===== config.mk =====
export PLATFORM = sky130hd
export DESIGN_NAME = restoring_divider
export DESIGN_NICKNAME = d
export VERILOG_FILES = /design/src/rtl/div_pkg.sv /design/src/rtl/trial_subtractor.sv /design/src/rtl/restoring_divider.sv
export SDC_FILE = /design/constraint.sdc
export NUM_CORES = 1
export LEC_CHECK = 0
export CAP_MARGIN = 20
export CELL_PAD_IN_SITES_DETAIL_PLACEMENT = 1
export CELL_PAD_IN_SITES_GLOBAL_PLACEMENT = 1
export CORE_MARGIN = 10
export CORE_UTILIZATION = 41
export DETAILED_ROUTE_END_ITERATION = 16
export GPL_TIMING_DRIVEN = 0
export PLACE_DENSITY = 0.76
export SYNTH_ARGS = -nofsm -noshare
export SYNTH_HDL_FRONTEND = slang
export SYNTH_HIERARCHICAL = 1
export SYNTH_SLANG_ARGS = --single-unit

===== constraint.sdc =====
create_clock -name clk -period 3.55 [get_ports clk]
set_input_delay 0.8875 -clock clk [delete_from_list [all_inputs] [get_ports clk]]
set_output_delay 0.8875 -clock clk [all_outputs]
set_load 0.005 [all_outputs]

===== src/rtl/div_pkg.sv =====
// div_pkg: shared FSM state type and sizing helpers for the iterative divider
package div_pkg;
  typedef enum logic [1:0] {IDLE, CALC, DONE} div_state_t;
  localparam int DEF_WIDTH = 4;
  function automatic int cnt_width(input int w);
    return $clog2(w) + 1;
  endfunction
endpackage


===== src/rtl/trial_subtractor.sv =====
// trial_subtractor: combinational a - b built from generate/propagate terms like the CLA adder
module trial_subtractor #(
  parameter int WIDTH = 5
) (
  input  logic [WIDTH-1:0] a,
  input  logic [WIDTH-1:0] b,
  output logic [WIDTH-1:0] diff,
  output logic             borrow
);
  logic [WIDTH-1:0] g, p;
  logic             c;
  assign g = a & ~b;
  assign p = a ^ ~b;
  // a + ~b + 1: carry walks up from a forced carry-in; a missing carry-out means a borrow
  always_comb begin
    c = 1'b1;
    diff = '0;
    for (int k = 0; k < WIDTH; k++) begin
      diff[k] = p[k] ^ c;
      c = g[k] | (p[k] & c);
    end
    borrow = ~c;
  end
endmodule


===== src/rtl/restoring_divider.sv =====
// restoring_divider: unsigned restoring divider, one quotient bit per clock behind start/done
module restoring_divider
  import div_pkg::*;
#(
  parameter int WIDTH = DEF_WIDTH
) (
  input  logic             clk,
  input  logic             rst_n,
  input  logic             start,
  input  logic [WIDTH-1:0] Dividend,
  input  logic [WIDTH-1:0] Divisor,
  output logic [WIDTH-1:0] Quotient,
  output logic [WIDTH-1:0] Remainder,
  output logic             busy,
  output logic             done,
  output logic             div_by_zero
);
  localparam int CW = cnt_width(WIDTH);
  div_state_t       state;
  logic [WIDTH-1:0] r, q, d, r_sh, r_nx, q_nx;
  logic [CW-1:0]    count;
  logic [WIDTH:0]   t;
  logic             borrow, neg;
  assign r_sh = {r[WIDTH-2:0], q[WIDTH-1]};
  trial_subtractor #(.WIDTH(WIDTH + 1)) u_sub (
    .a      ({1'b0, r_sh}),
    .b      ({1'b0, d}),
    .diff   (t),
    .borrow (borrow)
  );
  // with zero-extended operands the sign bit and the borrow agree; either marks a failed trial
  assign neg  = t[WIDTH] | borrow;
  assign r_nx = neg ? r_sh : t[WIDTH-1:0];
  assign q_nx = {q[WIDTH-2:0], ~neg};
  // control FSM with datapath registers; results only load on completion
  always_ff @(posedge clk or negedge rst_n) begin
    if (!rst_n) begin
      state       <= IDLE;
      r           <= '0;
      q           <= '0;
      d           <= '0;
      count       <= '0;
      Quotient    <= '0;
      Remainder   <= '0;
      busy        <= 1'b0;
      done        <= 1'b0;
      div_by_zero <= 1'b0;
    end else begin
      case (state)
        CALC: begin
          if (d == '0) begin
            Quotient    <= '1;
            Remainder   <= q;
            div_by_zero <= 1'b1;
            done        <= 1'b1;
            busy        <= 1'b0;
            state       <= DONE;
          end else begin
            r     <= r_nx;
            q     <= q_nx;
            count <= count + 1'b1;
            if (count == CW'(WIDTH - 1)) begin
              Quotient    <= q_nx;
              Remainder   <= r_nx;
              div_by_zero <= 1'b0;
              done        <= 1'b1;
              busy        <= 1'b0;
              state       <= DONE;
            end
          end
        end
        default: begin
          done <= 1'b0;
          if (start) begin
            d     <= Divisor;
            q     <= Dividend;
            r     <= '0;
            count <= '0;
            busy  <= 1'b1;
            state <= CALC;
          end else begin
            state <= IDLE;
          end
        end
      endcase
    end
  end
endmodule


Yosys cells after proc, flatten, opt, wreduce, memory -nomap -nowiden
Index checks and enable logic that the tools add are counted. Widths: inputs -> output; s select.

Register bits after elaboration: 27. Word-level logic and storage cells: 69. Input bits: 11. Output and inout port bits: 11.

Eq/ne operators: 4. Reductions and logical operators: 7. Add/sub/neg operators: 1. Bitwise logic cells: 21. Muxes and demuxes: 26.

Operators by type and width (number): $mux 4 (8); $mux 3 (6); $mux 1 (9); $reduce_and 2->1 (4); $mux 2 (3); $or 1x1->1 (6); $and 4x5->5 (1); $not 4->5 (1); $xor 4x5->5 (1); $and 1x1->1 (4); $logic_not 4->1 (1); $not 1->1 (4); $reduce_bool 2->1 (2); $xor 1x1->1 (4); $add 3x1->3 const B (1); $eq 3x2->1 const B (1); $ne 3x3->1 const B (1); $eq 2x1->1 const B (1); $ne 2x2->1 const B (1).

Depth between registers and ports, before layout
Word-level depth: 16. Gate-level depth with buffers: 10. Depth with buffers taken out: 10.

Cells and area by module
The synthesis kept the hierarchy.

By module, submodules not included: restoring_divider (instances 1, sequential area each 650.6 um2, cells each 88, area an instance 1133.6 um2); trial_subtractor (instances 1, sequential area each 0.0 um2, cells each 15, area an instance 130.1 um2).

Worst setup path before layout
No wires, ideal clock.

Path kind: register to register. From: reg q[3]. To: reg Remainder[0]. Setup slack: 0.499 ns. Stages on the path, launching flop included: 11. Setup time: 0.140 ns. Arrival time: 2.911 ns. Clock period less this slack: 3.051 ns. Cells stage by stage: dfrtp_1 > inv_1 > ha_1 > fa_1 > fa_1 > fa_1 > fa_1 > inv_1 > nor2_1 > mux2i_1 > o221ai_1.

Elaborated cells on any way between the ends: 18. Classes of those cells: mux (3); bitwise (15).

RTL lines: start, declared (line restoring_divider.sv:20) `logic [WIDTH-1:0] r, q, d, r_sh, r_nx, q_nx;`; start signal, assigned (line restoring_divider.sv:60) `q <= q_nx;`; start signal, assigned (line restoring_divider.sv:76) `q <= Dividend;`; $and 4x5->5 or $xor 4x5->5 (tied branches) (line trial_subtractor.sv:12, trial_subtractor.sv:13); $or 1x1->1 (*) (line trial_subtractor.sv:20) `c = g[k] | (p[k] & c);`; $and 1x1->1 (*) (line trial_subtractor.sv:20); $or 1x1->1 (*) (line trial_subtractor.sv:20); $and 1x1->1 (*) (line trial_subtractor.sv:20); $or 1x1->1 (*) (line trial_subtractor.sv:20); $and 1x1->1 (*) (line trial_subtractor.sv:20); $or 1x1->1 (*) (line trial_subtractor.sv:20); $xor 1x1->1 (*) (line trial_subtractor.sv:19) `diff[k] = p[k] ^ c;`; via t[4] (line restoring_divider.sv:22) `logic [WIDTH:0] t;`; $or 1x1->1 (*) (line restoring_divider.sv:32) `assign neg = t[WIDTH] | borrow;`; $mux 4 (*) (line restoring_divider.sv:33) `assign r_nx = neg ? r_sh : t[WIDTH-1:0];`; $mux 4 (*) (line restoring_divider.sv:62) `if (count == CW'(WIDTH - 1)) begin`; $mux 4 (*) (line restoring_divider.sv:51) `if (d == '0) begin`; end signal, assigned (line restoring_divider.sv:53) `Remainder <= q;`; end signal, assigned (line restoring_divider.sv:64) `Remainder <= r_nx;`; end, declared (line restoring_divider.sv:13) `output logic [WIDTH-1:0] Remainder,`.

Mark *: on every way through the listed nets, which the timed path passes. The rest lies on a longest branch. The select of a mux whose other input is x is not followed. A chain may end at the register's enable or synchronous reset.

Worst setup path in the final report
Same ends and word-level chain as after synthesis.

==> impl_results.md <==
- Status: completed
- Mux cell area share after synthesis: 0.0950
- PD cells: 901 mW/mm^2
- Number of nets with antenna violations after routing: 0
- Largest net degree at the start of global routing: 21
- Critical-path maximum fanout: 5
- Initial Util: 0.421
- Routability congestion estimate: 0.735
- Sequential group share of total power: 0.382
- Post-synthesis xor/xnor area fraction: 0
- Synth Cell Area: 0.00126 mm^2
- Most frequent CP cell: fa_1
- Clock Latency Late Sink: 0.32 ns
- Number of synthesized flops with an enable pin: 0
- Hold Vio Cnt, Final: 0
- Ranking of synthesized cells by area: dfrtp_1, fa_1, mux2i_1, inv_1, mux2_2
- Overall Global Routing Usage: 0.112
- YS warnings: 6
- Critical Path RT: 3.75 ns
- Synth unique cells: 28
- CTS HTree Levels: 1
- Area after DPL: 0.00155 mm^2
- Largest family of logic cells by synthesized area: compound AO/OA/AOI/OAI gates
- Yosys top cell area share: 0.515
- P&R area growth vs syn: 25.2%
- Seq/Total Area, Yosys: 0.515
- Worst slew margin: 0.475
- Clock Power Share: 0.106
- Peak VDD IR: 0.378 mV
- Final setup fails: 0
- Die height: ~76 um
- Gr ovfl total: 0
- Slowest stage delay, CP: 0.48 ns
- FMAX: 0.296 GHz
- Max Slew Vio Count: 0
- Design Area, Final: between 0.0015 and 0.002 mm^2
- Commonest cells in the netlist: dfrtp_1, inv_1, mux2i_1
- Post-CTS sizing: 0
- Final Cycle Share: 0.951
- Fin nets: 149
- Number of DRC markers in iteration 0: 23
- Worst hold path class: flop to flop
- HPWL Detailed: around 2300 um
- Sw frac: 0.390
- Vias in the first global route: 1020
- CP Class: flop to flop
- Remaining DRCs: 0
- Post-Synth Adder-Cell Area: 0.0931
- Sw power: 556 uW
- Clock transition at path regs: approximately 0.14 ns
- Core area: 0.00300 mm^2
- Worst-path cell chain: inv_1 -> ha_1 -> fa_1 -> fa_1 -> fa_1 -> fa_1 -> inv_1 -> nor2_1 -> mux2i_1 -> o221ai_1
- Primary FF master, synth: dfrtp_1
- Startpoint types: flop
- Critical path arrival: 3.58 ns
- Compound-gate portion of the synthesized area: 0.153
- Port bufs: 21
- Die footprint: 0.00570 mm^2
- Antenna cell count: 0
- CTS root buffer: clkbuf_4
- Max-cap violations: 0
- Fraction of layout cells with a size suffix above 1: 0.100
- Async S/R FF share, synth: 1.00
- Total number of vias: between 800 and 900
- Drt total wl: 2910 um
- First-pass GRT wire length: 4860 um
- Logic pwr share: 0.512
- CTS tree: built
- Row cnt: 20
- Total Neg Setup Slack: 0 ns
- CTS Buf Count: 3
- Leak: 0.000667 uW
- Gate Count Post-Synth: between 100 and 150
- Post-CTS Setup Bufs: 0
- Wire length per cell: 17.8 um
- CTS Buffer Depth: 2
- Actual slew at the worst max-slew pin: 0.780 ns
- FF+latch count, synth: 26
- Worst Setup End Kind: flop
- Initial antenna violation count: 0
- Vias per Instance: roughly 5.5
- Syn avg cell area: 12.3 um^2
- Most frequent cell after synthesis: dfrtp_1
- Pint: 870 uW
- Hold-fix buffers, CTS: 0
- Final clock skew: 0.00188 ns
- Slowest CP cell: fa_1
- Die X: around 76 um
- RSZ-0062 raised after global routing: no
- IO Pins: 22
- Final core occ: 0.527
- Cell taking the most area after synthesis: dfrtp_1
- DRT Pass-1 Iters: 4
- Min Tclk post-route: 3.38 ns
- CTS Sinks: 26
- Post-synthesis simple-gate area fraction: 0.0782
-- per-layer routing --
layer,routed length [um],global-route usage,part of all wire
met1,1210,0.119,0.42
met2,1460,0.200,0.50
met3,204,0.0365,0.070
met4,38,0.0412,0.013
met5,0,0,0
-- worst max-delay path: cells and delay by family, from the launching register on --
family / cells / cell delay (ns)
simple gates: 1 / 0.37
flops: 1 / 0.43
mux: 1 / 0.33
fa+ha+maj: 5 / 1.86
buf+inv: 2 / 0.09
compound gates: 1 / 0.17
-- final timing paths --
kind                                          from                       end  slack [ns]  cells past startpoint
hold / removal             Quotient[3]$_DFFE_PN0P_   Quotient[3]$_DFFE_PN0P_        0.51                      1
hold reg to reg            Quotient[3]$_DFFE_PN0P_   Quotient[3]$_DFFE_PN0P_        0.51                      1
setup / recovery                  q[3]$_DFFE_PN0P_  Remainder[0]$_DFFE_PN0P_        0.17                     10
min in group asynchronous                    rst_n   Quotient[3]$_DFFE_PN0P_        0.85                      1
max in group asynchronous                    rst_n      count[2]$_DFFE_PN0P_        2.25                      2
setup reg to reg                  q[3]$_DFFE_PN0P_  Remainder[0]$_DFFE_PN0P_        0.17                     10
-- layout make-up --
| cell class | count | area, um^2 |
|---|---|---|
| sequential | 26 | 651 |
| buffer | 3 | 18.8 |
| multi-input combinational | 59 | 538 |
| timing repair buffer | 22 | 238 |
| inverter | 16 | 60.1 |
| fill | 329 | 1420 |
| tap | 33 | 41.3 |
| clock buffer | 4 | 36.3 |
-- flip-flops by register name (all words and copies together) (netlist names) --
signal and flops:
Remainder 4, q 4, div_by_zero 1, busy 1, r 3, count 3, state 2, d 4
Quotient 4
-- layout by cell type, fill, tap and decap left out, types with 2 or more instances in the layout --
cell type / netlist / routed
inv_1: 16 / 16
nand3_1: 5 / 5
o221a_1: 4 / 4
fa_1: 4 / 4
conb_1: 1 / 2
clkbuf_4: 0 / 3
clkdlybuf4s50_1: 0 / 21
o221ai_1: 4 / 4
mux2i_1: 6 / 6
ha_1: 3 / 3
o21ai_0: 3 / 3
nand2_1: 2 / 2
dfrtp_1: 26 / 26
clkbuf_1: 2 / 2
nand3b_1: 3 / 3
o22a_1: 4 / 4
nor2_1: 2 / 2
o2bb2ai_1: 3 / 3
mux2_2: 4 / 4
-- per-stage QoR --
stage          power [uW]  setup WS (ns)  std cells  hold WS [ns]
3_3_place_gp         1240          0.238        158         0.470
3_5_place_dp         1300          0.187        159         0.485
4_1_cts              1450          0.159        163         0.518
5_1_grt              1560        0.00309        163         0.537
6_report             1430          0.173        163         0.512
2_1_floorplan        1010          0.499        104         0.457
-- power groups by stage --
stage / registers, uW / clock network (uW) / logic [uW]
2_1_floorplan: 528 / 0 / 479
3_3_place_gp: 539 / 0 / 704
3_5_place_dp: 557 / 0 / 743
4_1_cts: 549 / 156 / 746
5_1_grt: 567 / 169 / 819
6_report: 545 / 151 / 731
-- cells by family (layout without fill, tap and decap cells) --
kind of cell | Yosys count | after routing
flops | 26 | 26
compound gates | 22 | 22
buf+inv | 19 | 45
simple gates | 17 | 17
mux | 11 | 11
fa+ha+maj | 7 | 7
other cells | 1 | 2
Note: power is estimated with default switching activity, not from simulation.
